$ cat config.mk
export PLATFORM = sky130hd
export DESIGN_NAME = apb_bridge_fsm
export DESIGN_NICKNAME = d
export VERILOG_FILES = /design/src/rtl/apb_bridge_fsm.sv
export SDC_FILE = /design/constraint.sdc
export NUM_CORES = 1
export LEC_CHECK = 0
export BUFFER_PORTS_ARGS = -buffer_cell sky130_fd_sc_hd__buf_2
export CAP_MARGIN = 20
export CORE_ASPECT_RATIO = 1.75
export CORE_MARGIN = 2
export CORE_UTILIZATION = 30
export DETAILED_ROUTE_END_ITERATION = 6
export SYNTH_ARGS = -nofsm -noshare
export SYNTH_HDL_FRONTEND = slang
export SYNTH_SLANG_ARGS = --single-unit
$ cat constraint.sdc
create_clock -name Hclk -period 2.3 [get_ports Hclk]
set_input_delay 0.46 -clock Hclk [delete_from_list [all_inputs] [get_ports Hclk]]
set_output_delay 0.46 -clock Hclk [all_outputs]
set_load 0.05 [all_outputs]
$ cat src/rtl/apb_bridge_fsm.sv
// rtl/apb_bridge_fsm.sv - AHB-to-APB bridge sequencing FSM with registered APB outputs
// Optional macro APB_PREADY_EN: enable phases hold while Pready is low.
module apb_bridge_fsm #(
  parameter int ADDR_W = 32,
  parameter int DATA_W = 32
) (
  input  logic              Hclk,
  input  logic              Hresetn,
  input  logic              valid,
  input  logic              Hwrite,
  input  logic              Hwritereg,
  input  logic [ADDR_W-1:0] Haddr,
  input  logic [ADDR_W-1:0] Haddr1,
  input  logic [ADDR_W-1:0] Haddr2,
  input  logic [DATA_W-1:0] Hwdata,
  input  logic              Pready,
  output logic [2:0]        Pselx,
  output logic              Penable,
  output logic              Pwrite,
  output logic [ADDR_W-1:0] Paddr,
  output logic [DATA_W-1:0] Pwdata,
  output logic              Hreadyout
);

  typedef enum logic [2:0] {
    ST_IDLE, ST_WWAIT, ST_READ, ST_WRITE,
    ST_WRITEP, ST_RENABLE, ST_WENABLE, ST_WENABLEP
  } state_t;

  state_t              state_q, state_d;
  logic [2:0]          pselx_q, pselx_d;
  logic                penable_q, penable_d;
  logic                pwrite_q, pwrite_d;
  logic [ADDR_W-1:0]   paddr_q, paddr_d;
  logic [DATA_W-1:0]   pwdata_q, pwdata_d;
  logic                hready_q, hready_d;
  logic                stall;

  // Three 64 MB slave windows starting at 0x8000_0000.
  function automatic logic [2:0] sel_decode(input logic [ADDR_W-1:0] a);
    case (a[31:26])
      6'h20:   return 3'b001;
      6'h21:   return 3'b010;
      6'h22:   return 3'b100;
      default: return 3'b000;
    endcase
  endfunction

`ifdef APB_PREADY_EN
  assign stall = ((state_q == ST_RENABLE) || (state_q == ST_WENABLE) ||
                  (state_q == ST_WENABLEP)) && !Pready;
`else
  logic unused_pready;
  assign stall         = 1'b0;
  assign unused_pready = Pready;
`endif

  always_ff @(posedge Hclk or negedge Hresetn) begin
    if (!Hresetn) begin
      state_q   <= ST_IDLE;
      pselx_q   <= '0;
      penable_q <= 1'b0;
      pwrite_q  <= 1'b0;
      paddr_q   <= '0;
      pwdata_q  <= '0;
      hready_q  <= 1'b1;
    end else begin
      state_q   <= state_d;
      pselx_q   <= pselx_d;
      penable_q <= penable_d;
      pwrite_q  <= pwrite_d;
      paddr_q   <= paddr_d;
      pwdata_q  <= pwdata_d;
      hready_q  <= hready_d;
    end
  end

  always_comb begin
    state_d = state_q;
    if (!stall) begin
      case (state_q)
        ST_IDLE, ST_RENABLE, ST_WENABLE: begin
          if (valid && !Hwrite)     state_d = ST_READ;
          else if (valid && Hwrite) state_d = ST_WWAIT;
          else                      state_d = ST_IDLE;
        end
        ST_WWAIT:    state_d = valid ? ST_WRITEP : ST_WRITE;
        ST_READ:     state_d = ST_RENABLE;
        ST_WRITE:    state_d = valid ? ST_WENABLEP : ST_WENABLE;
        ST_WRITEP:   state_d = ST_WENABLEP;
        ST_WENABLEP: begin
          if (Hwritereg) state_d = valid ? ST_WRITEP : ST_WRITE;
          else           state_d = ST_READ;
        end
        default:     state_d = ST_IDLE;
      endcase
    end
  end

  always_comb begin
    pselx_d   = pselx_q;
    penable_d = 1'b0;
    pwrite_d  = pwrite_q;
    paddr_d   = paddr_q;
    pwdata_d  = pwdata_q;
    hready_d  = 1'b1;
    if (stall) begin
      penable_d = 1'b1;
      hready_d  = 1'b0;
    end else begin
      case (state_q)
        ST_IDLE, ST_RENABLE, ST_WENABLE: begin
          if (valid && !Hwrite) begin
            paddr_d  = Haddr;
            pwrite_d = 1'b0;
            pselx_d  = sel_decode(Haddr);
            hready_d = 1'b0;
          end else begin
            pselx_d  = 3'b000;
          end
        end
        ST_WWAIT: begin
          paddr_d  = Haddr1;
          pwdata_d = Hwdata;
          pwrite_d = 1'b1;
          pselx_d  = sel_decode(Haddr1);
          hready_d = !valid;
        end
        ST_READ, ST_WRITE, ST_WRITEP: begin
          penable_d = 1'b1;
        end
        ST_WENABLEP: begin
          // Pipelined write: the pending address is two address phases old.
          if (Hwritereg) begin
            paddr_d  = Haddr2;
            pwdata_d = Hwdata;
            pwrite_d = 1'b1;
            pselx_d  = sel_decode(Haddr2);
            hready_d = !valid;
          end else begin
            paddr_d  = Haddr;
            pwrite_d = 1'b0;
            pselx_d  = sel_decode(Haddr);
            hready_d = 1'b0;
          end
        end
        default: begin
          pselx_d = 3'b000;
        end
      endcase
    end
  end

  assign Pselx     = pselx_q;
  assign Penable   = penable_q;
  assign Pwrite    = pwrite_q;
  assign Paddr     = paddr_q;
  assign Pwdata    = pwdata_q;
  assign Hreadyout = hready_q;

endmodule

* Yosys cells after proc, flatten, opt, wreduce, memory -nomap -nowiden
Index checks and enable logic that the tools add are counted.
** Word-level totals
- Input port bits :: 134
- Word-level logic and storage cells :: 60
- Register bits after elaboration :: 73
- Output and inout port bits :: 70
** Cells by class
- Muxes and demuxes :: 24
- Reduce and logical (&&, ||, !) cells :: 11
- Equality and inequality tests :: 18
** Operator list (count)
- 32-bit 2-to-1 mux :: 3
- 32-bit case mux with 3 select lines :: 1
- 32-bit case mux with 2 select lines :: 1
- 6-bit equality test, second input constant :: 9
- 3-bit case mux with 3 select lines :: 4
- 3-bit case mux with 6 select lines :: 1
- 3-bit equality test, second input constant :: 4
- 3-bit 2-to-1 mux :: 4
- 1-bit 2-to-1 mux :: 7
- 3-bit by 2-bit equality test with 1-bit output, second input constant :: 2
- 1-bit case mux with 3 select lines :: 2
- 3-bit OR reduction :: 2
- 2-bit inequality test, second input constant :: 2
- 2-bit AND reduction :: 2
- 3-bit by 1-bit equality test with 1-bit output, second input constant :: 1
- 3-bit zero test :: 1
- 3-bit nonzero test :: 1
- 1-bit logical AND :: 2
- 1-bit zero test :: 2
- 2-bit 2-to-1 mux :: 1
- 2-bit nonzero test :: 1

* Logic depth before layout (Yosys ltp)
Gate-level depths: netlist (run 1).
- Depth in word-level cells :: 4
- Depth in mapped cells :: 7
- Gate-level depth less buffers :: 4

* Worst setup path before layout (run 1)
OpenSTA, ideal clock, no wires.
- Path type :: in2reg
- From :: in valid
- To :: reg paddr_q[10] (netlist: Paddr[10])
- Path buffers :: 3
- Library setup time :: 0.079 ns
- Stages on the path :: 7
- Setup slack :: 0.600 ns
- Required time :: 2.221 ns
- Arrival :: 1.621 ns
- Cell sequence :: clkbuf_2 > and2b_1 > nand2_1 > a211oi_1 > buf_2 > buf_4 > mux2i_1
** On the way
- Cells in the longest elaborated chain, start to end :: 3
** RTL lines
- start: declaration :: RTL line 9 : input logic valid,
- 1-bit logical AND :: RTL line 113 : if (valid && !Hwrite) begin
- 2-bit inequality test (no line)
- 2-bit AND reduction (no line)
- end signal: assignment :: RTL line 72 : paddr_q <= paddr_d;
- end: declaration :: RTL line 34 : logic [ADDR_W-1:0] paddr_q, paddr_d;
No other way between the ends.
A chain may end at the register's enable or synchronous reset.

* Worst setup path in the final report (run 1)
- From :: reg state_q[1]
- To :: reg pwdata_q[19] (netlist: Pwdata[19])
** On the way
- Cells in the longest elaborated chain, start to end :: 3
- Elaborated cells on any way between the ends :: 6
- Classes of those cells :: 3 x eq/ne; 1 x mux; 2 x reduce/logical
** RTL lines
- start: declaration :: RTL line 30 : state_t state_q, state_d;
- start signal: assignment :: RTL line 68 : state_q <= state_d;
- 3-bit equality test / 3-bit by 1-bit equality test with 1-bit output (equally long branches) :: RTL line 111 : case (state_q)
- 2-bit inequality test (no line) / 2-bit nonzero test (equally long branches)
- 2-bit AND reduction (no line)
- end signal: assignment :: RTL line 73 : pwdata_q <= pwdata_d;
- end: declaration :: RTL line 35 : logic [DATA_W-1:0] pwdata_q, pwdata_d;
Several ways; a longest one is shown, not always the timed one.

==> flow_summary.toml, run 1 <==
[run_status]
outcome = "completed"

[setup_path]
required_ns = 2.52
cp_slowest_cell = "dfrtp_1"
crit_buf_inv = 1
start_kind = "flop"
crit_chain = "and4_4 -> or2_2 -> buf_12 -> mux2_2"
crit_type = "flop to flop"
crit_family = "simple AND/OR/NAND/NOR gates"
endpoint_kind = "flop"
critical_path_arrival_ns = 2.18
cp_max_fo = 33
max_stage_delay_ns = 0.54

[placed_design]
dp.cells = 666
io_buffers = 202
pre_cts_ws_ns = 0.329
gp_congestion = 0.752
hpwl_um = 8150

[pwr]
p_leak_nw = 2.72
total_power_mw = 9.48
vdd_ir_drop_max_uv = 685
power_density_nw_per_um2 = 1810

[synth]
synth_cells = 308
yosys.area.top_type = "dfrtp_1"
syn_area_per_cell_um2 = 11.9
synth_enable_flop_cells = 0
synth.area.top_cells = "dfrtp_1 49%, mux2_4 12%, mux2i_1 8.4%"
synth_ff_type = "dfrtp_1"
yosysWarnings = 0
synth_area_um2 = 3680
synth.top_cell.area_share_pct = 49.0
synth.distinct_cells = 42
async_reset_ff_share_pct = 100
seq_area_frac_synth_pct = 49.7
ys_seq_elements = 73
synthTopCellsByCount = "72 x dfrtp_1, 35 x a21oi_1, 34 x inv_1, 31 x a22o_1, 31 x mux2i_1"
yosysMostFrequentCell = "dfrtp_1"
syn_nets = 442

[cts]
clk_latency_ns = 0.33
cts_hold_buf = 0
cts_sinks = 73
cts_inserted_buffers = 9
clockBufferDepth = 2
cts_tree = "built"
cts_setup_buffers = 0
cts_root_buf = "clkbuf_16"
cts_max_level = 3
cts_resized = 0
path_clk_slew_ns = 0.06

[cells_and_area]
drive_gt1_share_pct = 52.4
stdcell_count = 683
syn_to_final_growth_pct = 42.0
fillerInstances = 1144
nets = 646

[global_route]
overflow = 0
grt_pass1_wl_um = 15300
gr-usage-met2_pct = 28.6
grt_use_met3_pct = 2.69
antenna_found_initial = 1
busiest_layer = "met2"
globalRouteTotalUtil_pct = 15.3
grt.met1_usage_pct = 15.7
grt_max_degree = 43
grt_pass1_vias = 3089

[timing]
whs_ns = 0.0656
worstMarginPinSlew_ns = 0.757
drv_slew = 0
post-route-period-util_pct = 85.1
tns_ns = 0
rsz0062_at_grt = "no"
postLayoutSetupSlackWorst_ns = 0.343
finalHoldViolCount = 0
clock_skew_ns = 0.00610
fin_crit_ns = 1.96
fmax_ghz = 0.511
relSlewSlack_pct = 48.8
setup_viol = 0

[route]
wl_per_cell_um = 15.1
ant_nets = 0
drc_errors = 0
via_per_inst = 4.62
vias = 3153
routed_wl_um = 10300
drtPass1Iterations = 4
first_iter_violations = 81

[floorplanning]
die_w_um = 87.7
die_area_um2 = 13200
core-area_um2 = 12000
die_height_um = 151
rows = 53
io_pins = 204
start_util_pct = 30.7

[job]
drv_cap = 0

[hold_path]
hp-class = "primary input to asynchronous set/reset pin"
-- worst paths after layout --
path | start | depth (start not counted) | to | slack (ns)
setup / recovery | state_q[1]$_DFF_PN0_ | 4 | Pwdata[19]$_DFFE_PN0P_ | 0.34
hold / removal | Hresetn | 1 | Pwdata[15]$_DFFE_PN0P_ | 0.07
setup reg to reg | state_q[1]$_DFF_PN0_ | 4 | Pwdata[19]$_DFFE_PN0P_ | 0.34
hold reg to reg | Pwdata[21]$_DFFE_PN0P_ | 1 | Pwdata[21]$_DFFE_PN0P_ | 0.50
max in group asynchronous | Hresetn | 2 | Paddr[0]$_DFFE_PN0P_ | 1.64
min in group Hclk | Hwdata[7] | 2 | Pwdata[7]$_DFFE_PN0P_ | 0.35
-- kinds of logic (layout without fill, tap and decap cells) --
| logic type | Yosys count | count (layout) | share of synthesized area, % |
|---|---|---|---|
| muxes | 64 | 64 | 21.5 |
| AOI/OAI and AO/OA | 82 | 82 | 15.2 |
| xor gates and xnor gates | 1 | 1 | 0.238 |
| buffers and inverters | 56 | 265 | 7.62 |
| other | 0 | 1 | 0 |
| and+or+nand+nor | 32 | 32 | 5.82 |
| DFF | 73 | 73 | 49.7 |
-- area by class of cell --
type | instances | area (um^2) | area share [%]
Timing Repair Buffer | 215 | 1150 | 22.0
Tap cell | 165 | 206 | 3.95
Clock buffer | 10 | 239 | 4.57
Inverter | 34 | 128 | 2.44
Clock inverter | 6 | 90.1 | 1.72
Antenna cell | 1 | 2.50 | 0.0479
Multi-Input combinational cell | 179 | 1580 | 30.3
Sequential cell | 73 | 1830 | 35.0
-- metal layers --
layer	wire, um	vias to the layer above
li1	-	1504
met1	3750	1511
met2	5830	116
met3	451	22
met4	316	0
met5	0	-
-- power by group --
group / total [mW] / leakage [nW] / internal [mW] / switching (mW)
clock: 1.52 / 0.159 / 0.982 / 0.536
combinational: 5.65 / 1.70 / 1.93 / 3.72
sequential: 2.31 / 0.867 / 1.96 / 0.355
total: 9.48 / 2.72 / 4.87 / 4.61
-- cell usage in the layout (no fill, tap or decap), types with 7 or more instances in the layout --
cell         n
inv_1       34
mux2_4      29
mux2i_1     31
clkbuf_16    9
buf_4       11
nand2_1      7
a21oi_1     35
dfrtp_1     72
a22o_1      31
buf_2      201
-- sequential cells by signal (all words and copies together) (netlist names) --
register	flops
Pselx	3
Penable	1
Hreadyout	1
state_q	3
Pwrite	1
Paddr	32
Pwdata	32
-- stage by stage --
stage	area [um^2]	utilization (%)
finish	5230	43.5
CTS	5220	43.5
global route	5220	43.5
detailed placement	4890	40.8
global placement	4890	40.8
floorplan	3680	-
No activity file was read; power rests on OpenSTA's default activity.
==> run 2: changes to the inputs <==
--- a/config.mk
+++ b/config.mk
@@ -7,10 +7,13 @@
 export LEC_CHECK = 0
 export BUFFER_PORTS_ARGS = -buffer_cell sky130_fd_sc_hd__buf_2
 export CAP_MARGIN = 20
+export CELL_PAD_IN_SITES_DETAIL_PLACEMENT = 0
+export CELL_PAD_IN_SITES_GLOBAL_PLACEMENT = 1
 export CORE_ASPECT_RATIO = 1.75
 export CORE_MARGIN = 2
 export CORE_UTILIZATION = 30
 export DETAILED_ROUTE_END_ITERATION = 6
+export PLACE_DENSITY_LB_ADDON = 0.1
 export SYNTH_ARGS = -nofsm -noshare
 export SYNTH_HDL_FRONTEND = slang
 export SYNTH_SLANG_ARGS = --single-unit
==> flow_summary.toml, run 2 (same netlist as run 1, synthesis figures left out) <==
[cells_and_area]
diodes = 0
multi_input_area_um2 = 1580
seq_area_um2 = 1830
layout_common_cells = "201 x buf_2, 72 x dfrtp_1, 35 x a21oi_1"
fillerInstances = 1203
syn_to_final_growth_pct = 41.2
layout_commonest_cell = "buf_2"
drive_gt1_share_pct = 52.1
stdcell_count = 681
nets = 645

[setup_path]
cp_slowest_cell = "dfrtp_1"
crit_cells = 4
crit_type = "flop to flop"
critical_path_arrival_ns = 2.22
worst-r2r-setup-slack_ns = 0.29
crit_buf_inv = 1
crit_chain = "and4_4 -> or2_2 -> buf_12 -> mux2_2"
max_stage_delay_ns = 0.57
start_kind = "flop"
crit_start = "state_q[1]$_DFF_PN0_"
endpoint_kind = "flop"
ff2ff_path_depth = 4
crit_family = "simple AND/OR/NAND/NOR gates"
cp_max_fo = 32
reg2reg_from = "state_q[1]$_DFF_PN0_"
crit_path_end = "Pwdata[21]$_DFFE_PN0P_"
r2r_end = "Pwdata[21]$_DFFE_PN0P_"
required_ns = 2.51

[cts]
cts_max_level = 3
clk_latency_ns = 0.33
cts_root_buf = "clkbuf_16"
cts_setup_buffers = 0
cts_resized = 0
cts_tree = "built"
clockBufferDepth = 2
cts_sinks = 73
cts_inserted_buffers = 9
cts_hold_buf = 0
path_clk_slew_ns = 0.06

[pwr]
combPwrFrac_pct = 59.8
internal_power_mw = 4.81
vdd_ir_drop_max_uv = 663
clockPowerShare_pct = 15.8
swShare_pct = 48.9
p_leak_nw = 2.70
power_density_nw_per_um2 = 1810
pwr-share-seq_pct = 24.4
switchingPower_mw = 4.61

[route]
via_per_inst = 4.62
ant_nets = 0
drc_errors = 0
routed_wl_um = 10600
vias = 3143
wl_per_cell_um = 15.6
drtPass1Iterations = 4
first_iter_violations = 90

[global_route]
grt_max_degree = 46
overflow = 0
grt_pass1_vias = 3118
antenna_found_initial = 0
globalRouteTotalUtil_pct = 15.9
grt_pass1_wl_um = 15900

[run_status]
outcome = "completed"

[timing]
finalHoldViolCount = 0
drv_slew = 0
fin_crit_ns = 2.01
relSlewSlack_pct = 65.5
clock_skew_ns = 0.00351
worstMarginPinSlew_ns = 0.510
setup_viol = 0
tns_ns = 0
fmax_ghz = 0.497
rsz0062_at_grt = "no"
post-route-period-util_pct = 87.5

[placed_design]
io_buffers = 202
dp.cells = 665
hpwl_um = 8170
gp_congestion = 0.775

[floorplanning]
io_pins = 204
core-area_um2 = 12000
die_area_um2 = 13200
rows = 53
die_w_um = 87.7
die_height_um = 151
start_util_pct = 30.7

[hold_path]
hp-class = "primary input to asynchronous set/reset pin"

[job]
drv_cap = 0
## run 2: layout make-up
cell class              instances  area share [%]
flip-flops and latches         73            35.2
multi-input cells             179            30.5
repair buffers                214            21.7
clock buffers                  10            4.41
well taps                     165            3.97
inverters                      34            2.46
clock inverters                 6            1.78
## run 2: how the worst min path moves through the flow
stage | to | slack [ns] | cells past startpoint
finish | Pwdata[12]$_DFFE_PN0P_ | 0.05 | 1
detailed placement | Pwdata[17]$_DFFE_PN0P_ | 0.42 | 1
global placement | Pwdata[12]$_DFFE_PN0P_ | 0.42 | 1
global route | Pwdata[17]$_DFFE_PN0P_ | 0.08 | 1
CTS | Pwdata[17]$_DFFE_PN0P_ | 0.06 | 1
floorplan | Paddr[0]$_DFFE_PN0P_ | 0.16 | 0
## run 2: power groups by stage
stage	clock network (mW)	logic, mW	registers (mW)
2_1_floorplan	0	2.28	4.43
3_3_place_gp	0	5.67	2.30
3_5_place_dp	0	5.70	2.32
4_1_cts	1.54	5.71	2.31
5_1_grt	1.59	5.99	2.38
6_report	1.49	5.62	2.30
## run 2: metal layers
layer | share of wire [%] | GRT usage [%] | routed length, um
met1 | 39 | 17.6 | 4160
met2 | 54 | 29.2 | 5740
met3 | 5.2 | 3.07 | 555
met4 | 1.6 | 6.00 | 166
met5 | 0 | 0 | 0
## run 2: stage by stage
| stage | utilization, % | power, mW | hold slack [ns] | area, um^2 | worst slack [ns] |
|---|---|---|---|---|---|
| final | 43.3 | 9.41 | 0.0537 | 5200 | 0.287 |
| after global routing | 43.3 | 9.97 | 0.0800 | 5200 | 0.203 |
| after CTS | 43.3 | 9.56 | 0.0627 | 5200 | 0.283 |
| after detailed placement | 40.6 | 8.02 | 0.423 | 4870 | 0.284 |
| after global placement | 40.6 | 7.97 | 0.415 | 4870 | 0.326 |
| after floorplan | - | 6.71 | 0.164 | 3680 | 0.600 |
==> run 3: changes to the inputs <==
--- a/config.mk
+++ b/config.mk
@@ -5,14 +5,15 @@
 export SDC_FILE = /design/constraint.sdc
 export NUM_CORES = 1
 export LEC_CHECK = 0
-export BUFFER_PORTS_ARGS = -buffer_cell sky130_fd_sc_hd__buf_2
 export CAP_MARGIN = 20
 export CELL_PAD_IN_SITES_DETAIL_PLACEMENT = 0
 export CELL_PAD_IN_SITES_GLOBAL_PLACEMENT = 1
 export CORE_ASPECT_RATIO = 1.75
 export CORE_MARGIN = 2
 export CORE_UTILIZATION = 30
+export CTS_CLUSTER_SIZE = 14
 export DETAILED_ROUTE_END_ITERATION = 6
+export DONT_BUFFER_PORTS = 1
 export PLACE_DENSITY_LB_ADDON = 0.1
 export SYNTH_ARGS = -nofsm -noshare
 export SYNTH_HDL_FRONTEND = slang
==> constraint.sdc (replaced) <==
create_clock -name Hclk -period 2.25 [get_ports Hclk]
set_input_delay 0.45 -clock Hclk [delete_from_list [all_inputs] [get_ports Hclk]]
set_output_delay 0.45 -clock Hclk [all_outputs]
set_load 0.05 [all_outputs]
==> flow_summary.toml, run 3 (same netlist as run 1, synthesis figures left out) <==
[cts]
path_clk_slew_ns = 0.06
cts_setup_buffers = 0
clockBufferDepth = 2
cts_tree = "built"
cts_inserted_buffers = 9
cts_sinks = 73
clk_latency_ns = 0.33
cts_root_buf = "clkbuf_16"
cts_max_level = 3
cts_resized = 0

[route]
drtPass1Iterations = 5
via_per_inst = 4.95
routed_wl_um = 9500
vias = 2379
ant_nets = 0
wl_per_cell_um = 19.7
first_iter_violations = 73
drc_errors = 0

[job]
drv_cap = 0

[setup_path]
required_ns = 2.47
endpoint_kind = "flop"
cp_max_fo = 16
crit_buf_inv = 1
max_stage_delay_ns = 0.53
crit_chain = "and4_4 -> or2_2 -> buf_12 -> mux2_2"
cp_slowest_cell = "dfrtp_1"
worst-r2r-setup-slack_ns = 0.35
start_kind = "flop"
crit_family = "simple AND/OR/NAND/NOR gates"
crit_type = "flop to flop"
critical_path_arrival_ns = 2.11

[global_route]
grt_pass1_wl_um = 14100
grt_pass1_vias = 2581
grt_max_degree = 74
antenna_found_initial = 0
overflow = 0
globalRouteTotalUtil_pct = 14.5

[run_status]
violations = "hold timing"
outcome = "finished, violations left"

[timing]
whs_ns = -0.00639
clock_skew_ns = 0.00591
fmax_ghz = 0.527
fin_crit_ns = 1.90
tns_ns = 0
worstMarginPinSlew_ns = 0.552
post-route-period-util_pct = 84.3
drv_slew = 0
finalHoldViolCount = 8
relSlewSlack_pct = 62.7
setup_viol = 0
rsz0062_at_grt = "no"

[floorplanning]
start_util_pct = 30.7
die_height_um = 151
die_w_um = 87.7
die_area_um2 = 13200
core-area_um2 = 12000
io_pins = 204
rows = 53

[hold_path]
hp-class = "primary input to asynchronous set/reset pin"

[placed_design]
hpwl_um = 7020
placed_area_um2 = 3900
gp_congestion = 0.689
io_buffers = 0

[cells_and_area]
layout_commonest_cell = "dfrtp_1"
fillerInstances = 1172
drive_gt1_share_pct = 21.8
nets = 445
seq_area_um2 = 1830
final_cell_area_um2 = 4250
diodes = 0
layout_common_cells = "72 x dfrtp_1, 35 x a21oi_1, 34 x inv_1"
multi_input_area_um2 = 1590
syn_to_final_growth_pct = 15.4

[pwr]
p_leak_nw = 1.94
power_density_nw_per_um2 = 2130
vdd_ir_drop_max_uv = 628
## run 3: power breakdown
group | total, mW | internal, mW | switching [mW]
combinational | 2.80 | 1.54 | 1.25
clock | 1.54 | 0.999 | 0.539
sequential | 4.71 | 1.96 | 2.75
total | 9.05 | 4.50 | 4.55
## run 3: worst paths after layout
check / cells past startpoint / endpoint / from
min: 1 / Pwdata[12]$_DFFE_PN0P_ / Hresetn
max in group asynchronous: 1 / Hreadyout$_DFF_PN1_ / Hresetn
max: 4 / Pwdata[20]$_DFFE_PN0P_ / state_q[2]$_DFF_PN0_
min reg2reg: 3 / state_q[0]$_DFF_PN0_ / state_q[0]$_DFF_PN0_
max reg2reg: 4 / Pwdata[20]$_DFFE_PN0P_ / state_q[2]$_DFF_PN0_
min in group Hclk: 1 / Hreadyout$_DFF_PN1_ / valid
## run 3: what timing repair did
action                                  in CTS  in global routing
hold buffers                                 1                  0
hold endpoints to repair                    73                  0
endpoints found under the setup margin       0                  0
## run 3: through the flow
stage / std cells / hold slack [ns] / worst slack (ns) / total power [mW] / util, %
2_1_floorplan: 308 / 0.154 / 0.560 / 6.86 / -
3_3_place_gp: 464 / 0.156 / 0.358 / 7.57 / 32.5
3_5_place_dp: 464 / 0.156 / 0.329 / 7.59 / 32.5
4_1_cts: 481 / 0.0208 / 0.325 / 9.21 / 35.4
5_1_grt: 481 / 0.0105 / 0.229 / 9.60 / 35.4
6_report: 481 / -0.00639 / 0.354 / 9.05 / 35.4
## run 3: cell type report
type	count	area share, %
clock inverter	5	1.86
multi-input combinational	179	37.4
sequential	73	43.0
tap	165	4.86
inverter	34	3.00
clock buffer	11	5.71
timing repair buffer	14	4.12
## run 3: routing by layer
metal	GRT usage, %	up-vias	wire length [um]
met3	5.37	14	821
met4	7.15	0	228
met2	25.0	127	5040
met5	0	-	0
li1	-	1100	-
met1	15.2	1138	3410
